### src/rtl/round_robin_distributor_if.sv
// ---------------------------------------------------------------------------
// round_robin_distributor_if
//
// Handshake bundle for round_robin_distributor: one valid/ready input stream
// and SIZE valid/ready output channels with a flattened payload bus.
//
// Signals:
//   upstream_valid    producer -> distributor   input beat valid
//   upstream_ready    distributor -> producer   input beat accepted
//   upstream_data     producer -> distributor   input payload (WIDTH bits)
//   downstream_valid  distributor -> consumers  per-channel valid, bit i = channel i
//   downstream_ready  consumers -> distributor  per-channel ready, bit i = channel i
//   downstream_data   distributor -> consumers  channel i at [i*WIDTH +: WIDTH]
//
// Modports:
//   slave  - the distributor itself
//   master - the surrounding producer/consumer side
// ---------------------------------------------------------------------------
interface round_robin_distributor_if #(
    parameter int SIZE  = 4,
    parameter int WIDTH = 8
);

    logic                   upstream_valid;
    logic                   upstream_ready;
    logic [WIDTH-1:0]       upstream_data;
    logic [SIZE-1:0]        downstream_valid;
    logic [SIZE-1:0]        downstream_ready;
    logic [SIZE*WIDTH-1:0]  downstream_data;

    modport slave (
        input  upstream_valid,
        output upstream_ready,
        input  upstream_data,
        output downstream_valid,
        input  downstream_ready,
        output downstream_data
    );

    modport master (
        output upstream_valid,
        input  upstream_ready,
        output upstream_data,
        input  downstream_valid,
        output downstream_ready,
        input  downstream_data
    );

endinterface

### src/rtl/round_robin_distributor.sv
// ---------------------------------------------------------------------------
// round_robin_distributor
//
// Splits one valid/ready input stream across SIZE output channels in
// round-robin order. Each channel owns a one-entry registered slot, so every
// downstream output comes straight from a flop. A rotating pointer names the
// channel that gets first claim on the next beat, which keeps the channels
// evenly loaded.
//
// Parameters:
//   SIZE   number of output channels (must be >= 2)
//   WIDTH  payload width in bits
//
// Ports:
//   clock    system clock, rising edge
//   resetn   asynchronous active-low reset; clears all slots and the pointer
//   bus      round_robin_distributor_if.slave handshake bundle
//   pointer  current round-robin start channel (observability)
//
// Build option:
//   ROUND_ROBIN_DISTRIBUTOR_STRICT_ORDER_EN
//     undefined: work-conserving - the first available channel at or after
//                the pointer (wrapping) takes the beat, busy channels are
//                skipped.
//     defined:   strict cyclic order - only the channel at the pointer may
//                take the beat, so one stalled channel stalls the stream.
// ---------------------------------------------------------------------------
module round_robin_distributor #(
    parameter int SIZE  = 4,
    parameter int WIDTH = 8
) (
    input  logic                     clock,
    input  logic                     resetn,
    round_robin_distributor_if.slave bus,
    output logic [$clog2(SIZE)-1:0]  pointer
);

    localparam int PTR_W = $clog2(SIZE);

    // Slot storage: one valid flag and one payload register per channel.
    logic [SIZE-1:0]       slot_valid;
    logic [WIDTH-1:0]      slot_data [SIZE];

    // A channel can take a beat when its slot is empty, or when it is full
    // but its consumer is draining it this very cycle.
    logic [SIZE-1:0]       available;
    logic [PTR_W-1:0]      sel;
    logic                  sel_found;
    logic [PTR_W-1:0]      ptr_next;
    logic                  transfer;
    logic [SIZE-1:0]       load;
    logic [SIZE*WIDTH-1:0] data_flat;

    assign available = ~slot_valid | bus.downstream_ready;

`ifdef ROUND_ROBIN_DISTRIBUTOR_STRICT_ORDER_EN

    // Strict order: the pointer channel is the only candidate.
    always_comb begin
        sel       = pointer;
        sel_found = available[pointer];
    end

`else

    // Channel index base+offset reduced modulo SIZE. offset < SIZE, so one
    // conditional subtraction is enough and non-power-of-two SIZE never
    // produces an out-of-range index.
    function automatic logic [PTR_W-1:0] wrap_index(input logic [PTR_W-1:0] base,
                                                    input int offset);
        int sum;
        sum = int'(base) + offset;
        if (sum >= SIZE) begin
            sum = sum - SIZE;
        end
        return PTR_W'(sum);
    endfunction

    // Work-conserving scan: first available channel starting at the pointer.
    // NOTE: every variable written in this block gets a default before the
    // loop, so no path leaves it unassigned and no latch is inferred.
    always_comb begin
        logic [PTR_W-1:0] idx;
        sel       = pointer;
        sel_found = 1'b0;
        idx       = '0;
        for (int k = 0; k < SIZE; k++) begin
            idx = wrap_index(pointer, k);
            if (!sel_found && available[idx]) begin
                sel_found = 1'b1;
                sel       = idx;
            end
        end
    end

`endif

    // Ready depends only on slot state and downstream_ready, never on
    // upstream_valid, so a producer may derive valid from ready safely.
    assign bus.upstream_ready = sel_found;
    assign transfer           = bus.upstream_valid & sel_found;

    // Explicit wrap keeps the pointer inside 0..SIZE-1 for any SIZE.
    assign ptr_next = (sel == PTR_W'(SIZE - 1)) ? '0 : sel + 1'b1;

    // One-hot load strobe: exactly one slot loads on a transfer.
    assign load = transfer ? (SIZE'(1) << sel) : '0;

    // NOTE: state is written with non-blocking assignments so every flop
    // samples the pre-edge values of the others, independent of block order.
    always_ff @(posedge clock or negedge resetn) begin
        if (!resetn) begin
            pointer    <= '0;
            slot_valid <= '0;
            // NOTE: the payload array is reset as well because the outputs
            // are defined to read zero out of reset; it is small (SIZE words).
            for (int i = 0; i < SIZE; i++) begin
                slot_data[i] <= '0;
            end
        end else begin
            if (transfer) begin
                pointer <= ptr_next;
            end
            for (int i = 0; i < SIZE; i++) begin
                if (load[i]) begin
                    // Load wins over drain: a same-cycle drain and refill
                    // leaves the slot full with the new beat.
                    slot_valid[i] <= 1'b1;
                    slot_data[i]  <= bus.upstream_data;
                end else if (bus.downstream_ready[i]) begin
                    // Clearing an already-empty slot is harmless, so the
                    // drain condition does not need slot_valid.
                    slot_valid[i] <= 1'b0;
                end
            end
        end
    end

    // Flatten the slot registers onto the channel payload bus.
    always_comb begin
        data_flat = '0;
        for (int i = 0; i < SIZE; i++) begin
            data_flat[i*WIDTH +: WIDTH] = slot_data[i];
        end
    end

    assign bus.downstream_valid = slot_valid;
    assign bus.downstream_data  = data_flat;

endmodule
### src/flat_wrapper.sv
// flat-port wrapper written by rule: the top's interface ports become plain ports
module round_robin_distributor_flat 
#(
    parameter int SIZE  = 4,
    parameter int WIDTH = 8
)
  (clock, resetn, pointer, bus_upstream_valid, bus_upstream_ready, bus_upstream_data, bus_downstream_valid, bus_downstream_ready, bus_downstream_data);
  round_robin_distributor_if #(.SIZE(SIZE), .WIDTH(WIDTH)) bus_i ();
  input  logic clock;
  input  logic resetn;
  output logic [$clog2(SIZE)-1:0] pointer;
  input wire logic [$bits(bus_i.upstream_valid)-1:0] bus_upstream_valid;
  output wire logic [$bits(bus_i.upstream_ready)-1:0] bus_upstream_ready;
  input wire logic [$bits(bus_i.upstream_data)-1:0] bus_upstream_data;
  output wire logic [$bits(bus_i.downstream_valid)-1:0] bus_downstream_valid;
  input wire logic [$bits(bus_i.downstream_ready)-1:0] bus_downstream_ready;
  output wire logic [$bits(bus_i.downstream_data)-1:0] bus_downstream_data;
  assign bus_i.upstream_valid = bus_upstream_valid;
  assign bus_upstream_ready = bus_i.upstream_ready;
  assign bus_i.upstream_data = bus_upstream_data;
  assign bus_downstream_valid = bus_i.downstream_valid;
  assign bus_i.downstream_ready = bus_downstream_ready;
  assign bus_downstream_data = bus_i.downstream_data;
  round_robin_distributor #(.SIZE(SIZE), .WIDTH(WIDTH)) u_core (.clock(clock), .resetn(resetn), .bus(bus_i), .pointer(pointer));
endmodule
### config.mk
export PLATFORM = sky130hd
export DESIGN_NAME = round_robin_distributor_flat
export DESIGN_NICKNAME = d
export VERILOG_FILES = /design/src/rtl/round_robin_distributor_if.sv /design/src/rtl/round_robin_distributor.sv /design/src/flat_wrapper.sv
export SDC_FILE = /design/constraint.sdc
export NUM_CORES = 1
export LEC_CHECK = 0
export BUFFER_PORTS_ARGS = -buffer_cell sky130_fd_sc_hd__clkbuf_2
export CORE_MARGIN = 1.5
export CORE_UTILIZATION = 49
export DETAILED_ROUTE_END_ITERATION = 10
export PLACE_DENSITY_LB_ADDON = 0.2
export REMOVE_ABC_BUFFERS = 1
export SETUP_SLACK_MARGIN = 0.15
export SYNTH_ARGS = -nofsm -noshare
export SYNTH_HDL_FRONTEND = slang
export SYNTH_SLANG_ARGS = --single-unit
### constraint.sdc
create_clock -name clock -period 2 [get_ports clock]
set_input_delay 0.4 -clock clock [delete_from_list [all_inputs] [get_ports clock]]
set_output_delay 0.4 -clock clock [all_outputs]
set_load 0.1 [all_outputs]
==> results.md <==
* Worst Path Arrival at 2160 ps
* Register bit total from synthesis at 38
* Relative slew slack at 0.518
* Crit start category: flip-flop
* DPL Wire Length at 2560 µm
* Dpl cell area at 0.00204 mm²
* Site Rows at 20
* Final core utilization at 0.769
* Simple logic cell fraction of the synthesized area at 0.110
* Vias in the first global route at 1235
* Initial antenna violation count at 0
* DRT antenna net count at 0
* Compound-Gate Fraction of Synth Area at 0.0533
* Netlist cell types at 23
* Cell taking the most area after synthesis: dfrtp_1
* Synth top area cells: dfrtp_1 (57%), mux2_1 (22%), nand2_8 (4.8%), ha_1 (3.0%), nand2_1 (1.6%)
* Synthesized area at 0.00167 mm²
* Fin crit period at 1930 ps
* CTS buffer count at 5
* Largest net degree at the start of global routing at 30
* Clock latency on the worst-skew pair at 350 ps
* Die height at 61.3 µm
* DP Worst Slack at -214 ps
* Metal-1 WL at 1720 µm
* Critical path endpoint category: flip-flop
* Cell area after layout at 0.00243 mm²
* Post-synth top flop: dfrtp_1
* CP Class: flip-flop to flip-flop
* GP Congestion at 0.782
* IO Count at 54
* Period utilization at 0.964
* Top Layer Used: met4
* Clock Skew at 11.4 ps
* Syn. warnings at 0
* Proportion of synthesized area in mux cells at 0.223
* Top post-synthesis cells by count: dfrtp_1 (38), mux2_1 (33), nand2_1 (7)
* Count of final setup violators at 0
* CTS sink cnt at 38
* Post-synthesis async set-or-reset flop share at 1.00
* H-tree Lvls at 2
* Total gr overflow at 0
* Routed WL at 4150 µm
* Peak Freq at 519 MHz
* Setup TNS at 0 ps
* First-pass GRT wire length at 6070 µm
* Die Footprint at 0.00376 mm²
* RSZ-0062 raised after global routing: true
* Core Region at 0.00315 mm²
* Worst-path clk slew at 120 ps
* Final hold vios at 0
* Setup ws final at 72.8 ps
* Layout cell share with drive strength beyond 1 at 0.606
* Die Wd at 61.3 µm
* Initial Utilization at 0.528
* Req. time, crit path at 2230 ps
* Vias post-DR at 1267
* DRC Markers at 0
* Hold WC Path Type: primary input to asynchronous set/reset pin
* IO Port Bufs at 53
* Clk root buf: clkbuf_4
* Met2 WL at 2170 µm
* Post-synth EDFFs at 0
* Worst-path fanout max at 9
* Status: finished clean
* Main combinational cell family by area after synthesis: multiplexers
* Syn Inst Count at 115
* Worst Reg-to-Reg Cells at 8
* Max Cap Viol at 0
* CTS max path bufs at 2
* Final Net Count at 211
* Met3 WL at 245 µm
* Adder-Cell Fraction of Synth Area at 0.0301
* Area Overhead vs Synth at 45.7%
* Gr usage total at 0.230
* Top-count cell post-synth: dfrtp_1
* DR pass1 iterations at 5
* Via/cell ratio at 5.35
* Iter 0 DRT Violations at 68
* Synth top area share at 0.571
* Worst Max-Slew Pin Slew at 723 ps
* Antenna diodes at 0
* Seq/Total Area, Yosys at 0.571
* TritonCTS clock tree: yes
* Synthesized area per cell at 14.5 µm²
* Pins Over Slew Limit at 0
* DR WL/cell at 17.5 µm
* Xor and xnor area share after synthesis at 0
-- per-layer routing --
metal	vias to the layer above	track usage
met3	2	0.0504
met5	-	0
li1	562	-
met2	54	0.384
met1	649	0.285
met4	0	0.109
-- critical path, stage by stage, from the launching register on --
cell     delay (ps)
dfrtp_1         370
nor2b_4         190
buf_6           120
o31a_1          200
a21oi_4          60
o21a_2          260
ha_4            180
nand2_8         110
mux2_1          330
-- final cells by class --
cell class | count | area [µm²]
Timing Repair Buffer | 71 | 427
Inverter | 1 | 3.75
Fill cell | 209 | 727
Multi-Input combinational cell | 75 | 877
Sequential cell | 38 | 952
Clock inverter | 2 | 60.1
Clock buffer | 6 | 51.3
Tap cell | 44 | 55.1
-- timing repair --
| item | 4_1_cts | 5_1_grt |
|---|---|---|
| cloned | 1 | 0 |
| endpoints found under the setup margin | 34 | 35 |
| buffers inserted | 4 | 6 |
| resized for setup | 33 | 13 |
| pin swaps | 6 | 4 |
| hold buffers | 0 | 0 |
-- metrics by stage --
step	std cells	hold WS, ps
finish	237	81.4
CTS	231	103
detailed placement	218	483
floorplan	113	104
global placement	218	472
global route	237	112
-- cell families after synthesis --
kind of cell,after synthesis
muxes,33
and+or+nand+nor,23
buffers and inverters,3
DFF,38
AOI/OAI and AO/OA,14
adders and majority gates,4
-- registers in the layout, indices dropped and copies added (netlist names) --
| signal | cells |
|---|---|
| u_core.bus.downstream_data | 32 |
| u_core.bus.downstream_valid | 4 |
| u_core.pointer | 2 |
-- final timing paths --
kind | from | endpoint | slack [ps]
hold / removal | resetn | u_core.bus.downstream_data[2] | 80
hold reg to reg | u_core.bus.downstream_data[4] | u_core.bus.downstream_data[4] | 510
setup reg to reg | u_core.bus.downstream_valid[0] | u_core.bus.downstream_data[5] | 70
max in group asynchronous | resetn | u_core.bus.downstream_data[5] | 1290
setup / recovery | u_core.bus.downstream_valid[0] | u_core.bus.downstream_data[5] | 70
min in group clock | bus_upstream_valid | u_core.pointer[0] | 260
-- cells in the final DEF (no fill, tap or decap), types with 2 or more instances in the layout --
cell type  instances
mux2_4            15
mux2_1            18
nand2_1            6
nor2b_2            2
nand2b_1           2
clkbuf_2          52
nor2b_4            2
clkbuf_4           5
nor2_1             2
nand2b_4           2
buf_6              3
o22ai_1            2
bufinv_16          2
ha_4               4
buf_4             15
o21ai_0            2
nand2_8            4
dfrtp_1           37
Power is not shown: default switching activity piles up to over one toggle a cycle in this logic, so the estimate is an artifact.
